File: src/rtl/fetch_pc_ctrl_if.sv
// rtl/fetch_pc_ctrl_if.sv - instruction-memory request/response bundle
//
// Purpose: carries one fetch request at a time from the PC sequencer to
// instruction memory, and carries the response back.
// Signals:
//   imem_req_o   - fetch request (driven by the fetch unit)
//   imem_addr_o  - word-aligned fetch address (driven by the fetch unit)
//   imem_ready_i - response valid; completes the current request (memory)
//   imem_rdata_i - fetched instruction word (memory)
interface fetch_pc_ctrl_if;
  logic        imem_req_o;
  logic [31:0] imem_addr_o;
  logic        imem_ready_i;
  logic [31:0] imem_rdata_i;

  modport master (
    output imem_req_o,
    output imem_addr_o,
    input  imem_ready_i,
    input  imem_rdata_i
  );

  modport slave (
    input  imem_req_o,
    input  imem_addr_o,
    output imem_ready_i,
    output imem_rdata_i
  );
endinterface

File: src/rtl/fetch_pc_ctrl.sv
// rtl/fetch_pc_ctrl.sv - PC sequencer and instruction fetch for a 5-stage MIPS pipe
//
// Purpose: owns the PC and the imem handshake, fills the F/D register
// (instruction, PC, PC+4), honours hazard stalls and D-stage redirects with
// delay-slot semantics. pc_q advances exactly once per instruction that
// enters the F/D slot.
// Ports:
//   clk              - system clock, rising edge
//   reset_n          - asynchronous active-low reset
//   stall_i          - D stage holds; F/D slot not consumed this cycle
//   redirect_valid_i - taken branch / jump in D (sampled only when stall_i=0)
//   redirect_pc_i    - redirect target address
//   imem             - instruction-memory handshake (master side)
//   if_valid_o       - F/D slot holds a valid instruction
//   if_instr_o       - F/D instruction
//   if_pc_o          - F/D instruction address
//   if_pc4_o         - if_pc_o + 4 (PC_D)
//   busy_o           - high in SKID or while a redirect is pending
module fetch_pc_ctrl #(
  parameter logic [31:0] RESET_PC = 32'h0000_3000
) (
  input  logic                  clk,
  input  logic                  reset_n,
  input  logic                  stall_i,
  input  logic                  redirect_valid_i,
  input  logic [31:0]           redirect_pc_i,
  fetch_pc_ctrl_if.master       imem,
  output logic                  if_valid_o,
  output logic [31:0]           if_instr_o,
  output logic [31:0]           if_pc_o,
  output logic [31:0]           if_pc4_o,
  output logic                  busy_o
);

  typedef enum logic [1:0] {
    ST_INIT  = 2'd0,
    ST_FETCH = 2'd1,
    ST_SKID  = 2'd2
  } state_t;

  state_t      r_state;
  state_t      w_state_nxt;
  logic [31:0] r_pc;
  logic        r_if_valid;
  logic [31:0] r_if_instr;
  logic [31:0] r_if_pc;
  logic        r_pend_valid;
  logic [31:0] r_pend_pc;
  logic [31:0] r_skid_instr;

  logic        w_room;
  logic        w_enter;
  logic        w_to_skid;
  logic [31:0] w_enter_instr;
  logic [31:0] w_next_pc;
  logic        w_redirect;

  // A redirect is only meaningful when D actually advances.
  assign w_redirect = redirect_valid_i && !stall_i;
  assign w_room     = !r_if_valid || !stall_i;

  always_comb begin
    w_state_nxt   = r_state;
    w_enter       = 1'b0;
    w_to_skid     = 1'b0;
    w_enter_instr = imem.imem_rdata_i;
    case (r_state)
      ST_INIT: begin
        w_state_nxt = ST_FETCH;
      end
      ST_FETCH: begin
        if (imem.imem_ready_i) begin
          if (w_room) begin
            w_enter = 1'b1;
          end else begin
            w_to_skid   = 1'b1;
            w_state_nxt = ST_SKID;
          end
        end
      end
      ST_SKID: begin
        w_enter_instr = r_skid_instr;
        if (!stall_i) begin
          w_enter     = 1'b1;
          w_state_nxt = ST_FETCH;
        end
      end
      default: begin
        w_state_nxt = ST_INIT;
      end
    endcase
  end

  always_comb begin
    w_next_pc = r_pc + 32'd4;
    if (w_redirect) begin
      w_next_pc = redirect_pc_i;
    end else if (r_pend_valid) begin
      w_next_pc = r_pend_pc;
    end
  end

  always_ff @(posedge clk or negedge reset_n) begin
    if (!reset_n) begin
      r_state      <= ST_INIT;
      r_pc         <= RESET_PC;
      r_if_valid   <= 1'b0;
      r_if_instr   <= 32'd0;
      r_if_pc      <= 32'd0;
      r_pend_valid <= 1'b0;
      r_pend_pc    <= 32'd0;
      r_skid_instr <= 32'd0;
    end else begin
      r_state <= w_state_nxt;

      if (w_to_skid) begin
        r_skid_instr <= imem.imem_rdata_i;
      end

      if (w_enter) begin
        r_if_valid   <= 1'b1;
        r_if_instr   <= w_enter_instr;
        r_if_pc      <= r_pc;
        r_pc         <= w_next_pc;
        // Any pending target is consumed (or superseded by a newer redirect)
        // the moment the delay-slot instruction lands.
        r_pend_valid <= 1'b0;
      end else begin
        if (!stall_i) begin
          r_if_valid <= 1'b0;
        end
        // Redirect seen while the delay slot is still in flight: remember the
        // target so it is applied when that instruction finally enters.
        if (w_redirect) begin
          r_pend_valid <= 1'b1;
          r_pend_pc    <= redirect_pc_i;
        end
      end
    end
  end

  assign imem.imem_req_o  = (r_state == ST_FETCH);
  assign imem.imem_addr_o = r_pc;

  assign if_valid_o = r_if_valid;
  assign if_instr_o = r_if_instr;
  assign if_pc_o    = r_if_pc;
  assign if_pc4_o   = r_if_pc + 32'd4;
  assign busy_o     = (r_state == ST_SKID) || r_pend_valid;

endmodule

File: src/flat_wrapper.sv
// flat-port wrapper written by rule: the top's interface ports become plain ports
module fetch_pc_ctrl_flat 
#(
  parameter logic [31:0] RESET_PC = 32'h0000_3000
)
  (clk, reset_n, stall_i, redirect_valid_i, redirect_pc_i, if_valid_o, if_instr_o, if_pc_o, if_pc4_o, busy_o, imem_imem_req_o, imem_imem_addr_o, imem_imem_ready_i, imem_imem_rdata_i);
  fetch_pc_ctrl_if imem_i ();
  input  logic clk;
  input  logic reset_n;
  input  logic stall_i;
  input  logic redirect_valid_i;
  input  logic [31:0] redirect_pc_i;
  output logic if_valid_o;
  output logic [31:0] if_instr_o;
  output logic [31:0] if_pc_o;
  output logic [31:0] if_pc4_o;
  output logic busy_o;
  output wire logic [$bits(imem_i.imem_req_o)-1:0] imem_imem_req_o;
  output wire logic [$bits(imem_i.imem_addr_o)-1:0] imem_imem_addr_o;
  input wire logic [$bits(imem_i.imem_ready_i)-1:0] imem_imem_ready_i;
  input wire logic [$bits(imem_i.imem_rdata_i)-1:0] imem_imem_rdata_i;
  assign imem_imem_req_o = imem_i.imem_req_o;
  assign imem_imem_addr_o = imem_i.imem_addr_o;
  assign imem_i.imem_ready_i = imem_imem_ready_i;
  assign imem_i.imem_rdata_i = imem_imem_rdata_i;
  fetch_pc_ctrl #(.RESET_PC(RESET_PC)) u_core (.clk(clk), .reset_n(reset_n), .stall_i(stall_i), .redirect_valid_i(redirect_valid_i), .redirect_pc_i(redirect_pc_i), .imem(imem_i), .if_valid_o(if_valid_o), .if_instr_o(if_instr_o), .if_pc_o(if_pc_o), .if_pc4_o(if_pc4_o), .busy_o(busy_o));
endmodule
File: config.mk
export PLATFORM = sky130hd
export DESIGN_NAME = fetch_pc_ctrl_flat
export DESIGN_NICKNAME = d
export VERILOG_FILES = /design/src/rtl/fetch_pc_ctrl_if.sv /design/src/rtl/fetch_pc_ctrl.sv /design/src/flat_wrapper.sv
export SDC_FILE = /design/constraint.sdc
export NUM_CORES = 1
export LEC_CHECK = 0
export BUFFER_PORTS_ARGS = -buffer_cell sky130_fd_sc_hd__buf_2
export CAP_MARGIN = 10
export CORE_UTILIZATION = 49
export DETAILED_ROUTE_END_ITERATION = 16
export PLACE_DENSITY = 0.77
export REMOVE_ABC_BUFFERS = 1
export SYNTH_ARGS = -nofsm -noshare
export SYNTH_HDL_FRONTEND = slang
export SYNTH_SLANG_ARGS = --single-unit
File: constraint.sdc
create_clock -name clk -period 2.2 [get_ports clk]
set_input_delay 0.11 -clock clk [delete_from_list [all_inputs] [get_ports clk]]
set_output_delay 0.11 -clock clk [all_outputs]
set_load 0.02 [all_outputs]
==> results of run 1 <==
[area by class of cell]
type | count | area [sq um]
Tap cell | 220 | 275.3
Multi-Input combinational cell | 595 | 3959
Timing Repair Buffer | 318 | 2178
Clock buffer | 21 | 460.4
Sequential cell | 164 | 4111
Inverter | 7 | 26.28
Clock inverter | 11 | 103.9
Fill cell | 1293 | 5469
[synthesized netlist by cell type (all sizes together) (7+ instances only)]
cell type,count
nand2,181
dfrtp,162
o21ai,65
mux2,64
a21oi,37
clkbuf,34
mux2i,33
nand3,32
nor2,31
xnor2,29
buf,24
and3,20
nand4,15
xor2,12
a31oi,8
inv,7
[placed cells by master, fill, tap and decap left out, drive strengths merged, types with 8 or more instances in the layout]
| master | instances |
|---|---|
| clkbuf | 21 |
| dlygate4sd3 | 66 |
| nand2 | 181 |
| inv | 8 |
| dfrtp | 162 |
| nor2 | 31 |
| buf | 252 |
| nand3 | 32 |
| nand4 | 15 |
| and3 | 20 |
| mux2i | 33 |
| a21oi | 37 |
| xnor2 | 29 |
| o21ai | 65 |
| xor2 | 12 |
| a31oi | 8 |
| mux2 | 64 |
[state kept, by name, summed over array words and instances, names as in the netlist]
signal,cells
u_core.r_state,2
u_core.if_valid_o,1
u_core.r_pend_pc,32
u_core.imem.imem_addr_o,32
u_core.r_pend_valid,1
u_core.r_skid_instr,32
u_core.if_instr_o,32
u_core.if_pc_o,32
[layer usage]
layer	share of wire [%]	vias to the layer above	global-route usage [%]
met5	0	-	0
met4	1.6	0	8.010
met3	5.6	29	4.537
met2	50	278	43.21
met1	43	3446	32.49
li1	-	3428	-
[report_power, final]
part / internal [uW] / total (uW) / switching [uW]
sequential: 4380 / 5590 / 1210
combinational: 2880 / 6890 / 4000
clock: 1620 / 2840 / 1220
total: 8880 / 15300 / 6440
[how the worst max path moves through the flow]
stage                  startpoint                          end  slack [ns]  depth (start not counted)
3_5_place_dp    u_core.r_state[1]         u_core.r_pend_pc[16]        0.18                          7
3_3_place_gp    u_core.r_state[1]          u_core.r_pend_pc[6]        0.22                          7
5_1_grt        u_core.if_pc_o[12]                 if_pc4_o[20]       -0.12                          6
4_1_cts         u_core.if_pc_o[2]                 if_pc4_o[16]       -0.01                          6
2_1_floorplan   u_core.r_state[0]  u_core.imem.imem_addr_o[10]       -2.25                          5
6_report        u_core.if_pc_o[3]                 if_pc4_o[20]       0.005                          7
[cells by family (layout without fill, tap and decap cells)]
kind of cell | after synthesis | count (layout)
buf+inv | 65 | 357
mux | 97 | 97
fa+ha+maj | 5 | 5
xor+xnor | 41 | 41
simple gates | 307 | 307
flops | 164 | 164
compound gates | 145 | 145
[timing repair]
item,CTS,global route
pin swaps,3,14
hold buffers,66,0
setup endpoints to repair,9,12
gates resized for setup,6,21
hold endpoints to repair,140,0
setup buffers,9,14
[stage by stage]
step                      instances  setup TNS, ns  utilization [%]  hold WS, ns
after floorplan                 766        -252.15                -      -0.1856
after global placement         1215              0            57.94       0.1032
after detailed placement       1215              0            57.94       0.1009
after CTS                      1322       -0.01482            65.84      0.09934
after global routing           1336        -0.9148            67.02       0.1408
final                          1336              0            67.02       0.1305
[worst reg2reg max path: stages (launching register included)]
cell and delay [ns]:
dfrtp_1 0.39, inv_1 0.10, ha_1 0.23, a32o_2 0.26, nand2_4 0.25, buf_12 0.28
o21ai_0 0.24, o21ai_0 0.16
==> results.cfg, run 1 <==
[cells_and_area]
nNetsFinal = 1177
diodes = 0
syn2layout_area_growth_pct = 33.96
drive_above_1_share_pct = 33.60
stdcell_area_sq_um = 11110

[sta]
worst_slew_pin_slew_ns = 0.6069
drv_slew = 0
post-route-period-util_pct = 99.78
timing.final.ws_setup_ns = 0.004925
min_period_ns = 2.195
rsz0062_at_grt = true
finalClockSkew_ns = 0.006838
fmax_ghz = 0.4556
hold_viol = 0
finalSetupViolCount = 0
slew_headroom_pct = 59.54

[global_route]
first_global_vias = 6923
grt_max_degree = 56
grt_pass1_wl_um = 34960
grt.total_usage_pct = 25.24
antenna_found_initial = 0
grt_remaining_overflow = 0

[synthesis]
synth.area.mux_share_pct = 14.03
synth_top_area_cell = dfrtp_1
yosys.area_share.adder_pct = 0.7540
synth_edf_count = 0
synth_top_family_by_area = simple AND/OR/NAND/NOR gates
ys_seq_area_share_pct = 49.49
synthArstFlopShare_pct = 100.0
synth_xor_area_share_pct = 4.328
ys_types = 54
synthesis.area_sq_um = 8297
synthSimpleGateAreaFrac_pct = 17.13
synthCells = 824
yosysWarnings = 0
synth-seq-cells = 164
avgSynthCellArea_sq_um = 10.07
synth_compound_area_share_pct = 10.27
synth_top_area_share_pct = 48.86
synth_ff_type = dfrtp_1
synth_area_leaders = dfrtp_1 49%, nand2_1 8.2%, mux2_4 5.4%

[placement]
hpwlAfterDp_um = 13860
port_buffers = 199
placed_cell_area_sq_um = 9608
globalplace.congestion = 0.8571
place_ws_ns = 0.1809

[worst_setup_path]
path_max_fanout = 7
arrival_ns = 2.09
rr_startpoint = u_core.r_state[1]
timing.rr.end = u_core.imem.imem_addr_o[22]
path_delay_family = simple AND/OR/NAND/NOR gates
r2r_setup_slack_ns = 0.15
cpPeakStageDelay_ns = 0.41
rr_worst_depth = 7
path_buf_inv = 2
cp-end-kind = primary output
critPathSlowestCell = dfrtp_1
critPathLaunchType = flip-flop
cp.required_ns = 2.09
path_class = reg -> out
cp_cell_sequence = ha_4, nand3_4, nor4_4, buf_6, nand4_1, xnor2_1, buf_2

[floorplanning]
die-area_sq_um = 17460
core_sq_um = 16580
fp-row-count = 47
die_w_um = 132.1
start_util_pct = 50.03
die_height_um = 132.1
pin_count = 200

[clocking]
clk_pin_slew_worst_paths_ns = 0.06
htreeDepth = 4
clock_latency_ns = 0.42
clock_path_buffers = 2
cts_root_buf = clkbuf_16
numClockSinks = 164
cts_tree = yes
cts_made_buffers = 17

[detailed_routing]
firstDrtPassIters = 5
drtIter0Drc = 498
drc = 0
vias_per_cell = 5.375
drt_wl_total_um = 21850
vias = 7181
antenna_left = 0
post_drt_wl_per_cell_um = 16.35

[status]
status = finished, final reports clean

[flow_run]
max_cap_violations = 0

[pwr]
vdd_ir_drop_max_mv = 0.7223
cellLeakagePower_uw = 0.005352
p_per_area_nw_per_um2 = 1378
power.total_uw = 15320

[worst_hold_path]
hold_path_startpoint = imem_imem_ready_i
hold_end = u_core.r_state[0]
hold_depth = 4
hold_class = in -> reg
(Power assumes the default switching activity.)
==> run 2, diff against run 1 <==
- BUFFER_PORTS_ARGS: -buffer_cell sky130_fd_sc_hd__buf_2 -> not set
- CORE_UTILIZATION: 49 -> 58
- DONT_BUFFER_PORTS: not set -> 1
- PLACE_DENSITY: 0.77 -> 0.76
==> results.cfg, run 2 (same netlist as run 1, synthesis figures left out) <==
[status]
status = finished with violations
violations = negative hold slack

[detailed_routing]
vias_per_cell = 6.029
firstDrtPassIters = 7
drt_wl_total_um = 21190
drc = 0
vias = 6747
antenna_left = 0
drtIter0Drc = 433
post_drt_wl_per_cell_um = 18.94

[worst_setup_path]
rr_worst_depth = 7
critPathSlowestCell = dfrtp_1
arrival_ns = 2.06
crit_start = u_core.if_pc_o[12]
crit_path_end = if_pc4_o[26]
rr_startpoint = u_core.r_state[1]
critPathLaunchType = flip-flop
cpPeakStageDelay_ns = 0.36
path_max_fanout = 7
r2r_setup_slack_ns = 0.10
cp-end-kind = primary output
cp_cell_sequence = nand4_1, nor4_4, buf_4, nand4_1, xnor2_1, buf_4
timing.rr.end = u_core.r_pend_pc[0]
path_class = reg -> out
cp.required_ns = 2.09

[placement]
dp_cells = 1011
placed_cell_area_sq_um = 8793
port_buffers = 0
hpwlAfterDp_um = 13340
globalplace.congestion = 0.8889

[cells_and_area]
nNetsFinal = 1000
drive_above_1_share_pct = 21.54
final_util_pct = 73.43
final_cell_mix = 180 x nand2_1, 151 x dfrtp_1, 69 x buf_4
stdcell_area_sq_um = 10230
fin_cells = 1119
ff_latch_area_sq_um = 4120
multiInputGateArea_sq_um = 3966
fill_cells = 969
layout_commonest_cell = nand2_1
syn2layout_area_growth_pct = 23.33

[clocking]
clock_path_buffers = 2
htreeDepth = 4
numClockSinks = 164
clk_pin_slew_worst_paths_ns = 0.06
cts_hold_buf = 66
cts_made_buffers = 17
clock_latency_ns = 0.42
cts_root_buf = clkbuf_16
cts_tree = yes

[global_route]
met2_usage_pct = 48.33
use_met1_pct = 36.89
antenna_found_initial = 1
grtUsageMet3_pct = 9.036
grt.total_usage_pct = 29.47
grt_pass1_wl_um = 33640
grt_remaining_overflow = 0
first_global_vias = 6708
grt-busiest-layer = met2
grt_max_degree = 165

[sta]
post-route-period-util_pct = 98.79
fmax_ghz = 0.4601
timing.hold.ws_ns = -0.6183
worst_slew_pin_slew_ns = 0.7802
rsz0062_at_grt = true
finalClockSkew_ns = 0.008218
final.setup.tns_ns = 0
drv_slew = 0
hold_viol = 164
slew_headroom_pct = 47.86
finalSetupViolCount = 0
min_period_ns = 2.173

[floorplanning]
die_w_um = 121.6
pin_count = 200
die_height_um = 121.6
die-area_sq_um = 14790
core_sq_um = 13930
fp-row-count = 43
start_util_pct = 59.54

[pwr]
vdd_ir_drop_max_mv = 0.8484
p_per_area_nw_per_um2 = 1453
cellLeakagePower_uw = 0.004616

[worst_hold_path]
hold_class = in -> async

[flow_run]
max_cap_violations = 0
[run 2: cell count changes in the layout (fill, tap and decap cells not counted), sizes merged]
cell      previous run  this run
buf                252        75
bufinv               1         3
clkbuf              21        22
clkinvlp             5         2
diode                0         1
inv                  8         7
[run 2: how the worst min path moves through the flow]
stage / end / cells after the start / slack [ns]
3_3_place_gp: u_core.if_pc_o[31] / 0 / -0.18
4_1_cts: u_core.if_pc_o[31] / 0 / -0.64
5_1_grt: u_core.if_pc_o[31] / 0 / -0.64
3_5_place_dp: u_core.if_pc_o[31] / 0 / -0.18
6_report: u_core.if_pc_o[31] / 0 / -0.62
2_1_floorplan: u_core.if_instr_o[0] / 0 / -0.19
[run 2: metal layers]
layer  wire, um  vias up
li1           -     3077
met1       8452     3317
met2      10530      315
met3       1827       38
met4        380        0
met5          0        -
[run 2: critical path: cells and delay by family, from the launching register on]
| family | cells | cell delay, ns |
|---|---|---|
| AND/OR/NAND/NOR | 3 | 0.72 |
| buffers and inverters | 2 | 0.36 |
| flip-flops | 1 | 0.36 |
| XOR/XNOR | 1 | 0.19 |
[run 2: metrics by stage]
step	hold WS, ns	total power, uW	worst slack (ns)
final	-0.6183	14870	0.02656
after global routing	-0.6442	15780	-0.06289
after CTS	-0.6363	14780	-0.03910
after detailed placement	-0.1817	11540	0.1231
after global placement	-0.1818	11240	0.1795
after floorplan	-0.1856	9664	-2.245
[run 2: timing repair]
action,in CTS,in global routing
hold endpoints to repair,294,164
setup buffers,3,7
endpoints found under the setup margin,20,15
pin swaps,6,9
resized for setup,15,12
[run 2: report_power, final]
group / internal (uW) / switching, uW / total [uW]
Clock: 1840 / 1160 / 3000
Sequential: 4380 / 1920 / 6300
Combinational: 2420 / 3150 / 5570
Total: 8640 / 6240 / 14900
[run 2: layout make-up]
cell class	instances	share of cell area, %
flip-flops and latches	164	40.27
multi-input cells	595	38.76
repair buffers	141	12.69
clock buffers	22	4.537
well taps	180	2.201
clock inverters	9	1.259
inverters	7	0.2568
diodes	1	0.02446
==> run 3, diff against run 2 <==
- CORE_UTILIZATION: 58 -> 45
- PLACE_DENSITY: 0.76 -> not set
==> results.cfg, run 3 (same netlist as run 1, synthesis figures left out) <==
[floorplanning]
die-area_sq_um = 18980
die_w_um = 137.8
pin_count = 200
fp-row-count = 49
start_util_pct = 46.03
die_height_um = 137.8
core_sq_um = 18020

[sta]
post-route-period-util_pct = 100.2
drv_slew = 0
worst_slew_pin_slew_ns = 0.7710
finalSetupViolCount = 1
slew_headroom_pct = 48.47
timing.hold.ws_ns = -0.6278
rsz0062_at_grt = true
fmax_ghz = 0.4536
min_period_ns = 2.205
hold_viol = 164
finalClockSkew_ns = 0.009685
timing.final.ws_setup_ns = -0.004754

[detailed_routing]
vias = 6690
antenna_left = 0
drtIter0Drc = 451
drc = 0
vias_per_cell = 5.694
drt_wl_total_um = 21520
firstDrtPassIters = 5
post_drt_wl_per_cell_um = 18.31

[global_route]
grt-busiest-layer = met2
antenna_found_initial = 3
grt_max_degree = 165
first_global_vias = 6774
use_met1_pct = 28.24
met2_usage_pct = 38.53
grt_pass1_wl_um = 33850
grtUsageMet3_pct = 8.094
grt.total_usage_pct = 23.29
grt_remaining_overflow = 0

[placement]
hpwlAfterDp_um = 14220
globalplace.congestion = 0.8229
place_ws_ns = 0.1908
port_buffers = 0

[worst_setup_path]
arrival_ns = 2.09
cp.required_ns = 2.09
r2r_setup_slack_ns = 0.17
path_class = reg -> out
critPathLaunchType = flip-flop
cp-end-kind = primary output
path_max_fanout = 4

[cells_and_area]
final_cell_mix = 180 x nand2_1, 152 x dfrtp_1, 74 x buf_4
nNetsFinal = 1004
drive_above_1_share_pct = 22.16
layout_commonest_cell = nand2_1
syn2layout_area_growth_pct = 24.14
final_util_pct = 57.14

[clocking]
clock_latency_ns = 0.43
clock_path_buffers = 2
cts_root_buf = clkbuf_16
numClockSinks = 164
cts_tree = yes
cts_made_buffers = 17
htreeDepth = 4
cts_hold_buf = 66
clk_pin_slew_worst_paths_ns = 0.07

[pwr]
p_per_area_nw_per_um2 = 1435
internal-power_uw = 8500
switching_share_pct = 42.48
p_comb_share_pct = 38.0
cellLeakagePower_uw = 0.004610
clock_power_share_pct = 20.2
power.switching_uw = 6276
vdd_ir_drop_max_mv = 0.8469
sequentialPowerShare_pct = 41.8

[status]
violations = negative hold slack, negative setup slack
status = finished with violations

[worst_hold_path]
hold_class = in -> async

[flow_run]
max_cap_violations = 0
[run 3: through the flow]
stage,TNS [ns],instance area [sq um],std cells,total power [uW]
4_1_cts,-0.01644,10230,1168,14800
3_3_place_gp,0,8895,1067,11360
2_1_floorplan,-252.15,7991,766,9664
6_report,-0.004754,10300,1175,14780
5_1_grt,-0.4041,10300,1175,15750
3_5_place_dp,0,8895,1067,11600
[run 3: path summary, 6_finish.rpt]
check / start / to / depth (start not counted)
hold / removal: reset_n / u_core.r_skid_instr[22] / 0
setup reg to reg: u_core.r_state[1] / u_core.r_pend_pc[0] / 7
max in group asynchronous: reset_n / u_core.imem.imem_addr_o[13] / 0
hold reg to reg: u_core.r_pend_pc[31] / u_core.r_pend_pc[31] / 1
setup / recovery: u_core.if_pc_o[20] / if_pc4_o[31] / 6
min in group clk: redirect_pc_i[13] / u_core.imem.imem_addr_o[13] / 3
[run 3: critical path: stages (launching register included)]
cell     delay (ns)
dfrtp_2        0.45
and4_4         0.26
and4_4         0.25
and4_1         0.21
nand3_1        0.11
xnor2_1        0.22
buf_4          0.17
[run 3: power groups by stage]
stage	Sequential (uW)	Clock (uW)	Combinational, uW
4_1_cts	6160	3050	5590
5_1_grt	6380	3180	6190
2_1_floorplan	6410	0	3250
6_report	6170	2990	5610
3_3_place_gp	6100	0	5260
3_5_place_dp	6170	0	5430
[run 3: repair_timing]
item / 4_1_cts / 5_1_grt
setup buffers: 3 / 4
endpoints found under the setup margin: 19 / 17
gates cloned: 0 / 0
resized for setup: 16 / 9
pin swaps: 4 / 12
hold endpoints to repair: 294 / 164
[run 3: routing by layer]
| layer | vias to the layer above | routed length (um) |
|---|---|---|
| met2 | 271 | 10460 |
| met3 | 28 | 1923 |
| met5 | - | 0 |
| met4 | 0 | 342 |
| met1 | 3299 | 8796 |
| li1 | 3092 | - |
[run 3: cell type report]
class / instances / area (sq um)
clock buffers: 18 / 439.2
clock inverters: 14 / 150.1
well taps: 229 / 286.5
inverters: 7 / 26.28
repair buffers: 145 / 1316
multi-input cells: 595 / 3955
diodes: 3 / 7.507
flip-flops and latches: 164 / 4119
fillers: 1542 / 7725
